## src/rtl/seq_detect_param_if.sv

```systemverilog
// Bundle of the data, load and result signals of the sequence detector.
// Clock and reset stay outside the bundle as plain ports.
interface seq_detect_param_if #(
   parameter int unsigned PAT_W = 3,
   parameter int unsigned CNT_W = 8
);
   logic             seq_valid_in;
   logic             seq_in;
   logic             load_in;
   logic [PAT_W-1:0] pattern_in;
   logic             overlap_in;
   logic             detected_out;
   logic [CNT_W-1:0] match_count_out;
   logic             count_sat_out;

   modport master (
      output seq_valid_in, seq_in, load_in, pattern_in, overlap_in,
      input  detected_out, match_count_out, count_sat_out
   );

   modport slave (
      input  seq_valid_in, seq_in, load_in, pattern_in, overlap_in,
      output detected_out, match_count_out, count_sat_out
   );
endinterface

```

## src/rtl/seq_detect_param.sv

```systemverilog
// Serial pattern detector with a runtime-loadable pattern and overlap mode.
// Moore-style registered match flag plus a saturating match counter.
module seq_detect_param #(
   parameter int unsigned      PAT_W         = 3,
   parameter int unsigned      CNT_W         = 8,
   parameter logic [PAT_W-1:0] RESET_PATTERN = 3'b110,
   parameter logic             RESET_OVERLAP = 1'b1
) (
   input  logic               clk_in,
   input  logic               reset_in,
   seq_detect_param_if.slave  bus
);

   localparam int unsigned      FILL_W   = $clog2(PAT_W);
   localparam logic [FILL_W-1:0] FILL_MAX = FILL_W'(PAT_W - 1);

   typedef enum logic {HUNT, HIT} state_t;

   state_t             state_q, state_d;
   logic [PAT_W-1:0]   pattern_q, pattern_d;
   logic               overlap_q, overlap_d;
   logic [PAT_W-2:0]   hist_q, hist_d;
   logic [FILL_W-1:0]  fill_q, fill_d;
   logic [CNT_W-1:0]   count_q, count_d;
   logic               sat_q, sat_d;

   logic               accept;
   logic               match;
   logic [PAT_W-1:0]   window;

   // Next-state logic: load beats an accepted bit; HIT lasts only while matches keep coming.
   always_comb begin
      pattern_d = pattern_q;
      overlap_d = overlap_q;
      hist_d    = hist_q;
      fill_d    = fill_q;
      count_d   = count_q;

      accept = bus.seq_valid_in & ~bus.load_in;
      window = {hist_q, bus.seq_in};
      match  = accept && (fill_q == FILL_MAX) && (window == pattern_q);

      if (bus.load_in) begin
         pattern_d = bus.pattern_in;
         overlap_d = bus.overlap_in;
         hist_d    = '0;
         fill_d    = '0;
         count_d   = '0;
      end else if (accept) begin
         hist_d = window[PAT_W-2:0];
         if (match && !overlap_q) begin
            fill_d = '0;
         end else if (fill_q != FILL_MAX) begin
            fill_d = fill_q + FILL_W'(1);
         end
         if (match && !sat_q) begin
            count_d = count_q + CNT_W'(1);
         end
      end

      sat_d   = &count_d;
      state_d = match ? HIT : HUNT;
   end

   // State registers with asynchronous active-low reset.
   always_ff @(posedge clk_in or negedge reset_in) begin
      if (!reset_in) begin
         state_q   <= HUNT;
         pattern_q <= RESET_PATTERN;
         overlap_q <= RESET_OVERLAP;
         hist_q    <= '0;
         fill_q    <= '0;
         count_q   <= '0;
         sat_q     <= 1'b0;
      end else begin
         state_q   <= state_d;
         pattern_q <= pattern_d;
         overlap_q <= overlap_d;
         hist_q    <= hist_d;
         fill_q    <= fill_d;
         count_q   <= count_d;
         sat_q     <= sat_d;
      end
   end

   assign bus.detected_out    = (state_q == HIT);
   assign bus.match_count_out = count_q;
   assign bus.count_sat_out   = sat_q;

endmodule

```

## src/flat_wrapper.sv

```systemverilog
// flat-port wrapper written by rule: the top's interface ports become plain ports
module seq_detect_param_flat 
#(
   parameter int unsigned      PAT_W         = 3,
   parameter int unsigned      CNT_W         = 8,
   parameter logic [PAT_W-1:0] RESET_PATTERN = 3'b110,
   parameter logic             RESET_OVERLAP = 1'b1
)
  (clk_in, reset_in, bus_seq_valid_in, bus_seq_in, bus_load_in, bus_pattern_in, bus_overlap_in, bus_detected_out, bus_match_count_out, bus_count_sat_out);
  seq_detect_param_if #(.PAT_W(PAT_W), .CNT_W(CNT_W)) bus_i ();
  input  logic clk_in;
  input  logic reset_in;
  input wire logic [$bits(bus_i.seq_valid_in)-1:0] bus_seq_valid_in;
  input wire logic [$bits(bus_i.seq_in)-1:0] bus_seq_in;
  input wire logic [$bits(bus_i.load_in)-1:0] bus_load_in;
  input wire logic [$bits(bus_i.pattern_in)-1:0] bus_pattern_in;
  input wire logic [$bits(bus_i.overlap_in)-1:0] bus_overlap_in;
  output wire logic [$bits(bus_i.detected_out)-1:0] bus_detected_out;
  output wire logic [$bits(bus_i.match_count_out)-1:0] bus_match_count_out;
  output wire logic [$bits(bus_i.count_sat_out)-1:0] bus_count_sat_out;
  assign bus_i.seq_valid_in = bus_seq_valid_in;
  assign bus_i.seq_in = bus_seq_in;
  assign bus_i.load_in = bus_load_in;
  assign bus_i.pattern_in = bus_pattern_in;
  assign bus_i.overlap_in = bus_overlap_in;
  assign bus_detected_out = bus_i.detected_out;
  assign bus_match_count_out = bus_i.match_count_out;
  assign bus_count_sat_out = bus_i.count_sat_out;
  seq_detect_param #(.PAT_W(PAT_W), .CNT_W(CNT_W), .RESET_PATTERN(RESET_PATTERN), .RESET_OVERLAP(RESET_OVERLAP)) u_core (.clk_in(clk_in), .reset_in(reset_in), .bus(bus_i));
endmodule
```

## config.mk

```make
export PLATFORM = sky130hd
export DESIGN_NAME = seq_detect_param_flat
export DESIGN_NICKNAME = d
export VERILOG_FILES = /design/src/rtl/seq_detect_param_if.sv /design/src/rtl/seq_detect_param.sv /design/src/flat_wrapper.sv
export SDC_FILE = /design/constraint.sdc
export NUM_CORES = 1
export LEC_CHECK = 0
export BUFFER_PORTS_ARGS = -buffer_cell sky130_fd_sc_hd__buf_2
export CORE_AREA = 2 2 47 49
export DETAILED_ROUTE_END_ITERATION = 10
export DIE_AREA = 0 0 49 51
export PLACE_DENSITY = 0.72
export SYNTH_ARGS = -nofsm -noshare
export SYNTH_HDL_FRONTEND = slang
export SYNTH_SLANG_ARGS = --single-unit
export TNS_END_PERCENT = 10
```

## constraint.sdc

```tcl
create_clock -name clk_in -period 3.9 [get_ports clk_in]
set_clock_uncertainty 0.2 [all_clocks]
set_input_delay 0.39 -clock clk_in [delete_from_list [all_inputs] [get_ports clk_in]]
set_output_delay 0.39 -clock clk_in [all_outputs]
set_load 0.02 [all_outputs]
```

Word-level counts from Yosys, hierarchy flattened. Cells that the tools add are included.

Flip-flop bits (word level): 18. Word-level logic and storage cells: 34. Input port bits: 9. Output and inout bits: 10.

Reduce and logical (&&, ||, !) cells: 10. Muxes and demuxes: 10. Add/subtract/negate cells: 2. Bitwise logic cells: 2. Equality and inequality tests: 3.

Operators by type and width (number): $mux 8 (3); $mux 2 (6); $add 8x1->8 const B (1); $reduce_and 8->1 (1); $logic_and 1x1->1 (4); $eq 3x3->1 (1); $reduce_bool 3->1 (1); $add 2x1->2 const B (1); $eq 2x2->1 const B (1); $logic_not 1->1 (2); $ne 2x2->1 const B (1); $reduce_and 2->1 (1); $reduce_bool 2->1 (1); $and 1x1->1 (1); $mux 1 (1); $not 1->1 (1).

Logic depth before layout (Yosys ltp).
Depth after elaboration: 9. Gate-level depth with buffers: 8. Depth with buffers taken out: 7.

Least setup slack after synthesis. No wires, ideal clock.

Path type: reg-to-reg. Start point: reg u_core.fill_q[0]. End point: reg u_core.sat_q (netlist: u_core.bus.count_sat_out). Arrival time: 1.741 ns. Clock period less this slack: 2.009 ns. Setup slack: 1.891 ns. Buffers on the path: 1. Library setup time: 0.068 ns. Stages on the path, launching flop included: 9. Required time: 3.632 ns. Cells stage by stage: dfrtp_1 inv_1 ha_1 nor4bb_1 and4_1 buf_4 and3b_1 o221ai_1 and4bb_1.

Longest elaborated chain between the ends: 8.

RTL lines: start, declared (line seq_detect_param.sv:23) `logic [FILL_W-1:0] fill_q, fill_d;`; start signal, assigned (line seq_detect_param.sv:80) `fill_q <= fill_d;`; $eq 2x2->1 (line seq_detect_param.sv:41) `match = accept && (fill_q == FILL_MAX) && (window == pattern_q);`; $logic_and 1x1->1 (2 in a row) (line seq_detect_param.sv:41); $logic_and 1x1->1 (line seq_detect_param.sv:56) `if (match && !sat_q) begin`; $mux 8 (line seq_detect_param.sv:56); $mux 8 (line seq_detect_param.sv:49) `end else if (accept) begin`; $mux 8 (line seq_detect_param.sv:43) `if (bus.load_in) begin`; $reduce_and 8->1 (line seq_detect_param.sv:61) `sat_d = &count_d;`; net u_core.sat_d (line seq_detect_param.sv:25) `logic sat_q, sat_d;`; end signal, assigned (line seq_detect_param.sv:82) `sat_q <= sat_d;`; end, declared (line seq_detect_param.sv:25).

The timed path passes the listed nets, and every way through them passes these cells. A chain may end at the register's enable or synchronous reset.

Worst setup path in the final report.
Start point: reg u_core.fill_q[0]. End point: reg u_core.sat_q (netlist: u_core.bus.count_sat_out).

Longest elaborated chain between the ends: 8.

RTL lines: $eq 2x2->1 (line seq_detect_param.sv:41); $logic_and 1x1->1 (2 in a row) (line seq_detect_param.sv:41); $logic_and 1x1->1 (line seq_detect_param.sv:56); $mux 8 (line seq_detect_param.sv:56); $mux 8 (line seq_detect_param.sv:49); $mux 8 (line seq_detect_param.sv:43); net u_core.count_d[7] (line seq_detect_param.sv:24) `logic [CNT_W-1:0] count_q, count_d;`; $reduce_and 8->1 (line seq_detect_param.sv:61); net u_core.sat_d (line seq_detect_param.sv:25).

The timed path passes the listed nets, and every way through them passes these cells.

==> metrics <==
Rel. slew slack=72.6%; # hold bufs at CTS=1; mux cell area share after synthesis=8.98%; compound-gate portion of the synthesized area=6.77%; xor/xnor share of the synthesized area=7.29%; post-synthesis async set-or-reset flop share=100%; final period utilization=63.2%; post-cts resize count=0; Mapped Area=961 um2; Fin. Hold Viols=0; Min-Delay Path Class=in -> reg; WHS Path Cells=2; Inserted Clock Buffers=3; maxcap violations=0; reg2reg end=u_core.bus.count_sat_out$_DFF_PN0_; P per Cell Area=305 nW/um2; post-route insts no fill=138; worst vdd ir=0.218 mV; first-pass GRT wire length=2860 um; Static Leak=0.529 nW; Final GP Congestion=0.789; status=finished, final reports clean; DP Wirelength=1190 um; RSZ-0062 raised after global routing=no; setup tns final=0 ns; synth cell count leaders=dfrtp_1 (15), nor2_1 (11), nand2_1 (6); CP arrival=2.45 ns; Pwr Total=0.333 mW; max-slew violation count=0; flop-to-flop setup slack=1.44 ns; layout cells sized above 1=23.6%; DR DRC count=0; Cell Rows=17; grt ovf=0; post-route core utilization=52.9%; Antenna Violating Nets Remaining=0; Boundary Pins=19; total clock sinks=18; Synth Area in Simple Gates=23.2%; # port buffers=18; area share of fa/ha/maj cells after synthesis=2.60%; worst slack, placed=1.49 ns; worst r2r src=u_core.fill_q[0]$_DFFE_PN0P_; Hold Path End=u_core.overlap_q$_DFFE_PN1P_; Die Footprint=2500 um2; root buffer cell=clkbuf_4; hold path start=bus_overlap_in; DRT iter0 DRCs=13; core region area=2060 um2; drt via density=5.22; initial core utilization=46.6%; Final setup viols=0; DIE HEIGHT=51 um; final wirelength=1720 um; largest net degree at the start of global routing=21; worst slew pin tran=0.411 ns; ys flop type=dfrtp_1; DR pass1 iterations=4; Max clock buf depth=2; Min Clock Period, post-route=2.46 ns; vias in the first global route=634; largest family of logic cells by synthesized area=simple AND/OR/NAND/NOR gates; Post-synth EDFFs=0; wire length per cell=12.5 um; ANT cells=0; Setup Fix Bufs, Post-CTS=0; CTS tree=yes; placed cells=133; Nets=122; Max Fanout on Critical Path=11; # H-tree levels=1; Synthesis Warnings=0; synth top area cells=dfrtp_1 (39%), dfstp_2 (8.2%), mux2_1 (5.9%); Critical Path RT=3.89 ns; synth-to-layout area growth=13.7%; initial antenna violation count=0; fmax=0.406 GHz; FF+latch count, synth=18; share of the synthesized area in the top cell type=39.1%; PnR worst setup slack=1.44 ns; r2r worst-path depth=7; Clock Pin Slew Worst Setup and Hold Paths=0.10 ns; crit end category=flop; Critical Path Source Type=flop; Net Count, Synth=102; Via Count=720; Mapped Avg Cell Area=10.6 um2; Filler Cell Count=201; Gate Count Post-Synth=91; worst skew pair latency=0.29 ns; crit path kind=reg -> reg; Yosys cell types=33; total track usage=15.2%; most common cell in the netlist=dfrtp_1; post-synth top area cell=dfrtp_1; Seq/Total Area, Yosys=47.3%; Die W=49 um
==> layout by cell type (no fill, tap or decap), drive strengths merged <==
cell	Yosys	layout
buf	3	18
dfrtp	15	15
nor2	11	11
nand2	6	6
mux2	5	5
o21ai	5	5
xnor2	4	4
xor2	4	4
nand2b	4	4
a21oi	4	4
clkbuf	1	4
mux2i	3	3
dfstp	3	3
nand4	3	3
inv	2	2
nand3	2	2
and3b	2	2
ha	2	2
and3	1	1
and2	1	1
nor4bb	1	1
and4	1	1
nor2b	1	1
nor3b	1	1
nand4b	1	1
or3	1	1
nor4b	1	1
o21a	1	1
o221ai	1	1
and4bb	1	1
dlygate4sd3	0	1
==> worst max-delay path, cell delays in order, from the launching register on <==
cell      delay (ns)
dfrtp_1         0.42
inv_1           0.07
ha_1            0.22
nor4bb_1        0.27
and4_1          0.48
nand4_1         0.16
mux2_1          0.35
and4bb_1        0.19
==> registers in the layout, summed over array words and instances (netlist names) <==
name,cells
u_core.bus.match_count_out,8
u_core.hist_q,2
u_core.overlap_q,1
u_core.bus.detected_out,1
u_core.fill_q,2
u_core.pattern_q,3
u_core.bus.count_sat_out,1
==> cell families after synthesis <==
kind of cell | count (synthesis)
AO/OA/AOI/OAI | 11
AND/OR/NAND/NOR | 38
XOR/XNOR | 8
buffers and inverters | 6
flip-flops | 18
adder cells (fa/ha/maj) | 2
multiplexers | 8
==> report_power, final <==
part	total (mW)	switching, mW	internal, mW	leakage (nW)
combinational	0.0328	0.0178	0.0150	0.277
clock	0.0984	0.0586	0.0398	0.0150
sequential	0.201	0.00547	0.196	0.237
==> routing by layer <==
metal	GRT usage, %	up-vias	part of all wire [%]
met5	0	-	0
met2	22.6	29	46
met3	2.63	2	5.5
met4	7.14	0	0.52
li1	-	356	-
met1	21.6	333	48
==> area by class of cell <==
type,count,area (um2),area share [%]
Inverter,2,7.51,0.687
Tap cell,28,35.0,3.21
Multi-Input combinational cell,67,469,43.0
Timing Repair Buffer,19,100,9.16
Clock buffer,4,26.3,2.41
Sequential cell,18,454,41.6
==> through the flow <==
stage,cell area (um2),hold slack (ns)
floorplan,961,-0.106
global placement,1060,0.143
detailed placement,1060,0.148
CTS,1090,0.107
global route,1090,0.105
finish,1090,0.108
==> worst max path at each step <==
stage	cells past startpoint	start	slack (ns)	endpoint
after floorplan	8	u_core.fill_q[0]$_DFFE_PN0P_	1.89	u_core.bus.count_sat_out$_DFF_PN0_
after global placement	6	bus_load_in	1.57	u_core.bus.count_sat_out$_DFF_PN0_
after detailed placement	7	u_core.fill_q[0]$_DFFE_PN0P_	1.49	u_core.bus.count_sat_out$_DFF_PN0_
after CTS	7	u_core.fill_q[0]$_DFFE_PN0P_	1.47	u_core.bus.count_sat_out$_DFF_PN0_
after global routing	7	u_core.fill_q[0]$_DFFE_PN0P_	1.28	u_core.bus.count_sat_out$_DFF_PN0_
final	7	u_core.fill_q[0]$_DFFE_PN0P_	1.44	u_core.bus.count_sat_out$_DFF_PN0_
(Power assumes the default switching activity.)
